<file path="config.mk">
export PLATFORM = sky130hd
export DESIGN_NAME = pipelined_adder
export DESIGN_NICKNAME = d
export VERILOG_FILES = /design/src/rtl/pipelined_adder.sv
export SDC_FILE = /design/constraint.sdc
export NUM_CORES = 1
export LEC_CHECK = 0
export CORE_MARGIN = 5
export CORE_UTILIZATION = 55
export DETAILED_ROUTE_END_ITERATION = 10
export PLACE_DENSITY = 0.81
export SYNTH_ARGS = -nofsm -noshare
export SYNTH_HDL_FRONTEND = slang
export SYNTH_SLANG_ARGS = --single-unit
</file>
<file path="constraint.sdc">
create_clock -name clk -period 6.4 [get_ports clk]
set_input_delay 1.28 -clock clk [delete_from_list [all_inputs] [get_ports clk]]
set_output_delay 1.28 -clock clk [all_outputs]
set_load 0.005 [all_outputs]
</file>
<file path="src/rtl/pipelined_adder.sv">
// pipelined_adder: STAGES-deep sliced add/sub pipeline with valid/ready flow control.
// Define PIPELINED_ADDER_OVF_EN to build the signed overflow flag; otherwise overflow is tied to 0.
module pipelined_adder #(
   parameter int WIDTH  = 32,
   parameter int STAGES = 4
) (
   input  logic             clk,
   input  logic             rst_n,
   input  logic             in_valid,
   output logic             in_ready,
   input  logic [WIDTH-1:0] first,
   input  logic [WIDTH-1:0] second,
   input  logic             sub,
   output logic [WIDTH-1:0] sum,
   output logic             carry_out,
   output logic             overflow,
   output logic             out_valid,
   input  logic             out_ready
);
   localparam int S = WIDTH / STAGES;
   logic w_en;
   for (genvar k = 0; k < STAGES; k++) begin : g_st
      localparam int R = WIDTH - k * S;
      logic [R-1:0] w_a, w_b;
      logic w_ci, w_vi;
      logic [S:0] w_r;
      logic [(k+1)*S-1:0] w_n, r_s;
      logic r_c, r_v;
      if (k == 0) begin : g_src
         assign w_a  = first;
         assign w_b  = sub ? ~second : second;
         assign w_ci = sub;
         assign w_vi = in_valid;
         assign w_n  = w_r[S-1:0];
      end else begin : g_src
         assign w_a  = g_st[k-1].g_fw.r_a;
         assign w_b  = g_st[k-1].g_fw.r_b;
         assign w_ci = g_st[k-1].r_c;
         assign w_vi = g_st[k-1].r_v;
         assign w_n  = {w_r[S-1:0], g_st[k-1].r_s};
      end
      assign w_r = {1'b0, w_a[S-1:0]} + {1'b0, w_b[S-1:0]} + {{S{1'b0}}, w_ci};
      always_ff @(posedge clk or negedge rst_n)
         if (!rst_n) begin
            r_v <= 1'b0;
            r_c <= 1'b0;
            r_s <= '0;
         end else if (w_en) begin
            r_v <= w_vi;
            r_c <= w_r[S];
            r_s <= w_n;
         end
      // operand slices not yet consumed ride along with the beat
      if (k < STAGES - 1) begin : g_fw
         logic [R-S-1:0] r_a, r_b;
         always_ff @(posedge clk or negedge rst_n)
            if (!rst_n) begin
               r_a <= '0;
               r_b <= '0;
            end else if (w_en) begin
               r_a <= w_a[R-1:S];
               r_b <= w_b[R-1:S];
            end
      end
   end
   assign out_valid = g_st[STAGES-1].r_v;
   assign sum       = g_st[STAGES-1].r_s;
   assign carry_out = g_st[STAGES-1].r_c;
   assign w_en      = !out_valid || out_ready;
   assign in_ready  = w_en;
`ifdef PIPELINED_ADDER_OVF_EN
   logic r_o;
   // carry into the MSB recovered as sum^a^b at that bit, then XOR carry out
   always_ff @(posedge clk or negedge rst_n)
      if (!rst_n)
         r_o <= 1'b0;
      else if (w_en)
         r_o <= g_st[STAGES-1].w_r[S] ^ g_st[STAGES-1].w_n[WIDTH-1]
              ^ g_st[STAGES-1].w_a[S-1] ^ g_st[STAGES-1].w_b[S-1];
   assign overflow = r_o;
`else
   assign overflow = 1'b0;
`endif
endmodule

</file>
==> metrics.csv, run 1 <==
stage,metric,value,unit
synthesis,Mean Syn Cell Area,9.03,µm²
finish,Filler cells,1166,
clock_tree,clock tree from TritonCTS,yes,
routing,via count normalized by instance count,5.07,
finish,Layout Area Growth over Synthesis,21.0,%
timing,final worst-path cycle share,66.4,%
floorplanning,number of top-level pins,105,
flow_run,Max-Cap Viols,0,
routing,number of DRC violations after detailed-routing iteration 0,369,
clock_tree,CTS root buf,sky130_fd_sc_hd__clkbuf_16,
synthesis,asr flop ratio synth,100,%
grt,global-route congestion overflow total,0,
clock_tree,clock latency at the later pin of the worst-skew pair,0.42,ns
place,dpl hpwl,9760,µm
place,placer's final routability congestion estimate,0.796,
grt,number of global-route vias before repair,5948,
synthesis,largest family of logic cells by synthesized area,simple AND/OR/NAND/NOR gates,
timing,Final Max Slew Viols,0,
power,LEAKAGE,4.88,nW
synthesis,area of the mapped netlist,8270,µm²
critical_path,required time worst endpoint,5.12,ns
place,Inst Count DP,1160,
timing,setup TNS,0,ns
synthesis,sequential element share of the synthesized area,55.7,%
power,Pwr Total,4.82,mW
routing,via count,6035,
synthesis,complex-gate fraction of the synthesized area,8.19,%
timing,min setup slack post-route,2.15,ns
min_path,Hold Crit Endpoint,g_st[2].r_v$_DFFE_PN0P_,
synthesis,"Primary FF master, synth",sky130_fd_sc_hd__dfrtp_1,
clock_tree,number of buffers inserted during clock tree synthesis,17,
min_path,Worst Hold Class,flip-flop to flip-flop,
critical_path,cell-by-cell trace of the critical path,clkdlybuf4s50_1 -> nor2b_4 -> inv_4 -> clkdlybuf4s50_1,
synthesis,share of synthesized area spent on multiplexers,0.242,%
timing,worst-margin pin slew,1.03,ns
synthesis,number of warnings reported in the yosys synthesis log,0,
routing,number of nets with antenna violations after detailed routing,0,
routing,per-cell routed wire length,12.7,µm
critical_path,Reg-to-Reg End,g_st[0].r_s[7]$_DFFE_PN0P_,
outcome,outcome,"finished, final reports clean",
clock_tree,H-tree depth reported by CTS,4,
floorplanning,Initial Utilization,56.5,%
power,Power per Cell Area,482,nW/µm²
synthesis,Synth Area in Simple Gates,22.2,%
grt,maximum number of pins on one net before global-route repair,116,
grt,global routing usage summed across all routing layers,18.4,%
critical_path,highest cell delay on the worst timing path,0.63,ns
synthesis,adder and majority gate portion of the synthesized area,5.93,%
critical_path,critical path start-end classification,primary input to output port,
critical_path,highest net fanout along the worst path,74,
synthesis,total of flip-flops plus latches after synthesis,184,
floorplanning,Die Y,133,µm
critical_path,Worst R2R Setup Slack,3.57,ns
finish,final cell area excluding filler cells,10000,µm²
floorplanning,die area,17600,µm²
critical_path,cells on worst reg2reg path,6,
floorplanning,Row Count,44,
min_path,Hold Startpoint,g_st[2].r_v$_DFFE_PN0P_,
synthesis,area share of xor/xnor cells in the synthesized design,4.98,%
timing,normalized max-slew margin,31.1,%
timing,skew final,0.0110,ns
clock_tree,quantity of gates resized following cts,0,
timing,Final Hold Vio Count,0,
critical_path,cell with the largest stage delay on the worst path,sky130_fd_sc_hd__clkdlybuf4s50_1,
routing,DR DRC count,0,
critical_path,Arrival @ worst endpoint,2.97,ns
finish,share of the core filled with cells in the final layout,68.3,%
synthesis,Cell variety after synth,36,
critical_path,Reg-to-Reg Start,out_valid$_DFFE_PN0P_,
floorplanning,area of the core,14600,µm²
timing,Achievable Freq,235,MHz
timing,hold slack final,0.462,ns
clock_tree,hold buffer count at CTS,0,
min_path,worst hold path cell count,2,
clock_tree,clock slew at the register clock pins of the worst setup and hold paths,0.07,ns
synthesis,number of enable-type register cells in the synthesized netlist,0,
routing,Post-Route WL,15200,µm
power,Worst VDD drop,214,µV
timing,setup violators final,0,
timing,minimum clock period after layout,4.25,ns
critical_path,Startpoint Class,primary input,
critical_path,endpoint kind of the worst setup timing path,output port,
synthesis,cells after synthesis,915,
finish,"number of standard cells in the layout, taps in and fillers out",1191,
finish,layout net count,1099,
routing,1st-pass router iterations,5,
grt,initial antenna violation count,0,
finish,ratio of cells with drive above 1 in the final layout,4.07,%
critical_path,"most used cell, CP",sky130_fd_sc_hd__clkdlybuf4s50_1,
synthesis,"Net Count, Synth",1019,
clock_tree,clock tree buffer depth,2,
place,post-placement cell area,9370,µm²
clock_tree,buffers inserted by post-CTS timing repair,0,
clock_tree,total clock sinks,184,
place,Place WS,2.12,ns
place,Port Buffer Count,103,
grt,global-route wire length before repair,26800,µm
timing,unrepaired setup endpoints after global routing,false,
floorplanning,Die Span X,133,µm
finish,antenna fix cells,0,
sequential cells by signal, summed over array words and instances (netlist names):
register and cells:
out_valid 1, g_st.r_v 3, sum 32, g_st.r_c 3
g_st.g_fw.r_a 48, carry_out 1, g_st.g_fw.r_b 48, g_st.r_s 48
metal layers:
| layer | GRT usage, % | routed length, µm | vias up |
|---|---|---|---|
| met5 | 0 | 0 | - |
| met1 | 22.3 | 6720 | 2838 |
| li1 | - | - | 3080 |
| met2 | 33.0 | 7690 | 99 |
| met3 | 3.68 | 560 | 18 |
| met4 | 5.77 | 193 | 0 |
layout make-up:
type	instances	area, µm²	share of cell area (%)
flip-flops and latches	184	4600	46.0
multi-input cells	676	3440	34.4
repair buffers	107	1060	10.6
clock buffers	19	443	4.43
well taps	184	230	2.30
clock inverters	12	190	1.90
inverters	9	36.3	0.363
cell usage after synthesis, drive strengths merged, types with 3 or more instances:
| master | instances | area [µm²] |
|---|---|---|
| a211oi | 8 | 60.1 |
| inv | 9 | 33.8 |
| o21a | 6 | 45.0 |
| xor2 | 17 | 149 |
| a21oi | 22 | 110 |
| fa | 7 | 140 |
| clkbuf | 30 | 113 |
| xnor2 | 30 | 263 |
| nand2 | 436 | 1640 |
| nor2 | 24 | 90.1 |
| o21ai | 56 | 280 |
| o31a | 5 | 43.8 |
| a21o | 5 | 37.5 |
| ha | 28 | 350 |
| nor3 | 6 | 30.0 |
| buf | 16 | 81.3 |
| o211ai | 3 | 27.5 |
| o31ai | 4 | 30.0 |
| dfrtp | 184 | 4600 |
cell usage in the layout, fill, tap and decap left out, types with 8 or more instances in the layout:
master and count:
sky130_fd_sc_hd__a211oi_1 8, sky130_fd_sc_hd__a21oi_1 22, sky130_fd_sc_hd__clkbuf_16 17, sky130_fd_sc_hd__clkdlybuf4s50_1 101
sky130_fd_sc_hd__dfrtp_1 184, sky130_fd_sc_hd__ha_1 28, sky130_fd_sc_hd__inv_1 8, sky130_fd_sc_hd__nand2_1 436
sky130_fd_sc_hd__nor2_1 24, sky130_fd_sc_hd__o21ai_0 56, sky130_fd_sc_hd__xnor2_1 30, sky130_fd_sc_hd__xor2_1 17
logic make-up after synthesis:
kind of cell	Yosys count
and+or+nand+nor	476
DFF	184
AOI/OAI and AO/OA	115
adders and majority gates	35
muxes	2
buffers and inverters	55
xor gates and xnor gates	47
other	1
critical path, delay by kind of cell:
family / cells / cell delay (ns)
buf+inv: 3 / 1.62
simple gates: 1 / 0.06
worst max-delay path by stage:
stage / startpoint / endpoint / slack, ns
detailed placement: out_ready / in_ready / 2.12
finish: out_ready / in_ready / 2.15
global route: out_ready / in_ready / 2.05
CTS: out_ready / in_ready / 2.11
floorplan: out_ready / in_ready / 3.23
global placement: out_ready / in_ready / 2.12
report_power, final:
group | switching, mW | total, mW | internal [mW] | leakage (nW)
combinational | 0.937 | 1.74 | 0.801 | 2.35
sequential | 0.290 | 1.97 | 1.68 | 2.22
clock | 0.442 | 1.11 | 0.670 | 0.309
total | 1.67 | 4.82 | 3.15 | 4.88
No activity file was read; power rests on OpenSTA's default activity.
==> run 2, diff against run 1 <==
- CORE_UTILIZATION: 55 -> 50
- PLACE_DENSITY: 0.81 -> 0.78
- clock period: 6.4 -> 3.8 ns (I/O delays scaled with it)
==> metrics.csv, run 2 (synthesis results as in run 1) <==
stage,metric,value,unit
timing,final worst-path cycle share,69.7,%
routing,number of nets with antenna violations after detailed routing,0,
floorplanning,Row Count,47,
critical_path,Reg-to-Reg Start,g_st[1].r_c$_DFFE_PN0P_,
power,Worst VDD drop,330,µV
clock_tree,total clock sinks,184,
routing,Post-Route WL,15400,µm
floorplanning,Die Span X,139,µm
clock_tree,hold buffer count at CTS,0,
finish,antenna fix cells,0,
outcome,outcome,"finished, final reports clean",
critical_path,required time worst endpoint,3.04,ns
timing,Final Max Slew Viols,0,
routing,per-cell routed wire length,12.6,µm
critical_path,endpoint kind of the worst setup timing path,output port,
timing,Achievable Freq,377,MHz
critical_path,"CP delay by family, top",buffers and inverters,
finish,"commonest cells after routing, fill and taps aside","sky130_fd_sc_hd__nand2_1 (436), sky130_fd_sc_hd__dfrtp_1 (184), sky130_fd_sc_hd__clkdlybuf4s50_1 (101), sky130_fd_sc_hd__o21ai_0 (56), sky130_fd_sc_hd__xnor2_1 (30)",
power,Power per Cell Area,798,nW/µm²
timing,setup violators final,0,
clock_tree,buffers inserted by post-CTS timing repair,0,
critical_path,worst setup path endpoint,in_ready,
routing,number of DRC violations after detailed-routing iteration 0,345,
clock_tree,clock latency at the later pin of the worst-skew pair,0.42,ns
critical_path,cell with the largest stage delay on the worst path,sky130_fd_sc_hd__clkdlybuf4s50_1,
critical_path,Startpoint Class,primary input,
timing,unrepaired setup endpoints after global routing,false,
critical_path,cells on worst reg2reg path,7,
clock_tree,quantity of gates resized following cts,0,
finish,layout net count,1100,
power,Pwr Total,8.03,mW
place,placer's final routability congestion estimate,0.765,
timing,setup TNS,0,ns
finish,multi-input logic area,3440,µm²
timing,normalized max-slew margin,39.3,%
grt,global-route wire length before repair,27200,µm
critical_path,Arrival @ worst endpoint,1.89,ns
timing,skew final,0.00906,ns
critical_path,Worst R2R Setup Slack,1.43,ns
routing,via count normalized by instance count,4.86,
grt,maximum number of pins on one net before global-route repair,217,
critical_path,CP startpoint,out_ready,
floorplanning,number of top-level pins,105,
clock_tree,H-tree depth reported by CTS,4,
routing,via count,5968,
floorplanning,area of the core,16400,µm²
timing,worst-margin pin slew,0.910,ns
clock_tree,number of buffers inserted during clock tree synthesis,17,
clock_tree,CTS root buf,sky130_fd_sc_hd__clkbuf_16,
place,dpl hpwl,9980,µm
finish,ratio of cells with drive above 1 in the final layout,4.07,%
routing,DR DRC count,0,
place,Port Buffer Count,103,
critical_path,Reg-to-Reg End,g_st[2].r_c$_DFFE_PN0P_,
finish,"most common cell after layout, fill and taps aside",sky130_fd_sc_hd__nand2_1,
critical_path,worst path bufs/invs,3,
floorplanning,die area,19200,µm²
place,Inst Count DP,1197,
routing,1st-pass router iterations,6,
critical_path,critical path depth,4,
finish,largest registers,"g_st.g_fw.r_a x48, g_st.g_fw.r_b x48, g_st.r_s x48",
critical_path,cell-by-cell trace of the critical path,clkdlybuf4s50_1 -> nor2b_4 -> inv_4 -> clkdlybuf4s50_1,
clock_tree,clock slew at the register clock pins of the worst setup and hold paths,0.06,ns
grt,global routing usage summed across all routing layers,16.8,%
critical_path,highest cell delay on the worst timing path,0.44,ns
power,LEAKAGE,4.88,nW
finish,Filler cells,1373,
min_path,Worst Hold Class,primary input to asynchronous set/reset pin,
finish,Layout Area Growth over Synthesis,21.8,%
critical_path,"most used cell, CP",sky130_fd_sc_hd__clkdlybuf4s50_1,
flow_run,Max-Cap Viols,0,
critical_path,highest net fanout along the worst path,2,
finish,storage element area,4600,µm²
grt,initial antenna violation count,0,
timing,Final Hold Vio Count,0,
critical_path,critical path start-end classification,primary input to output port,
floorplanning,Initial Utilization,50.4,%
clock_tree,clock tree from TritonCTS,yes,
floorplanning,Die Y,139,µm
grt,global-route congestion overflow total,0,
finish,"number of standard cells in the layout, taps in and fillers out",1228,
timing,minimum clock period after layout,2.65,ns
clock_tree,clock tree buffer depth,2,
grt,number of global-route vias before repair,5926,
run 2: final cells by class:
class / count / share of cell area, %
Sequential cell: 184 / 45.7
Multi-Input combinational cell: 676 / 34.2
Timing Repair Buffer: 108 / 11.1
Clock buffer: 22 / 4.71
Tap cell: 220 / 2.73
Clock inverter: 9 / 1.14
Inverter: 9 / 0.361
run 2: metrics by stage:
step	setup slack (ns)	hold slack, ns	util [%]	cell area (µm²)
2_1_floorplan	1.23	0.430	-	8270
3_3_place_gp	0.842	0.445	57.8	9480
3_5_place_dp	0.777	0.446	57.8	9480
4_1_cts	1.14	0.439	61.3	10100
5_1_grt	1.11	0.473	61.3	10100
6_report	1.15	0.375	61.3	10100
run 2: worst min-delay path by stage:
stage / start / to / slack [ns]
2_1_floorplan: g_st[2].r_v$_DFFE_PN0P_ / g_st[2].r_v$_DFFE_PN0P_ / 0.43
3_3_place_gp: g_st[2].r_v$_DFFE_PN0P_ / g_st[2].r_v$_DFFE_PN0P_ / 0.44
5_1_grt: rst_n / sum[26]$_DFFE_PN0P_ / 0.47
6_report: rst_n / g_st[1].g_fw.r_a[11]$_DFFE_PN0P_ / 0.37
4_1_cts: rst_n / sum[26]$_DFFE_PN0P_ / 0.44
3_5_place_dp: g_st[2].r_v$_DFFE_PN0P_ / g_st[2].r_v$_DFFE_PN0P_ / 0.45
run 2: where the power goes:
part	internal, mW	total, mW	switching, mW	leakage, nW
Sequential	2.84	3.31	0.474	2.22
Combinational	1.37	2.98	1.61	2.38
Clock	1.02	1.74	0.721	0.283
run 2: worst reg2reg max path, stage by stage, from the launching register on:
cell	delay [ns]
sky130_fd_sc_hd__dfrtp_1	0.40
sky130_fd_sc_hd__fa_1	0.49
sky130_fd_sc_hd__fa_1	0.44
sky130_fd_sc_hd__a21oi_1	0.20
sky130_fd_sc_hd__o21ai_0	0.14
sky130_fd_sc_hd__o31a_1	0.28
sky130_fd_sc_hd__o21ai_0	0.20
sky130_fd_sc_hd__a21oi_1	0.09
run 2: layer usage:
metal | wire (µm) | GRT usage (%)
met1 | 6850 | 21.5
met2 | 7820 | 28.8
met3 | 451 | 3.07
met4 | 316 | 6.24
met5 | 0 | 0
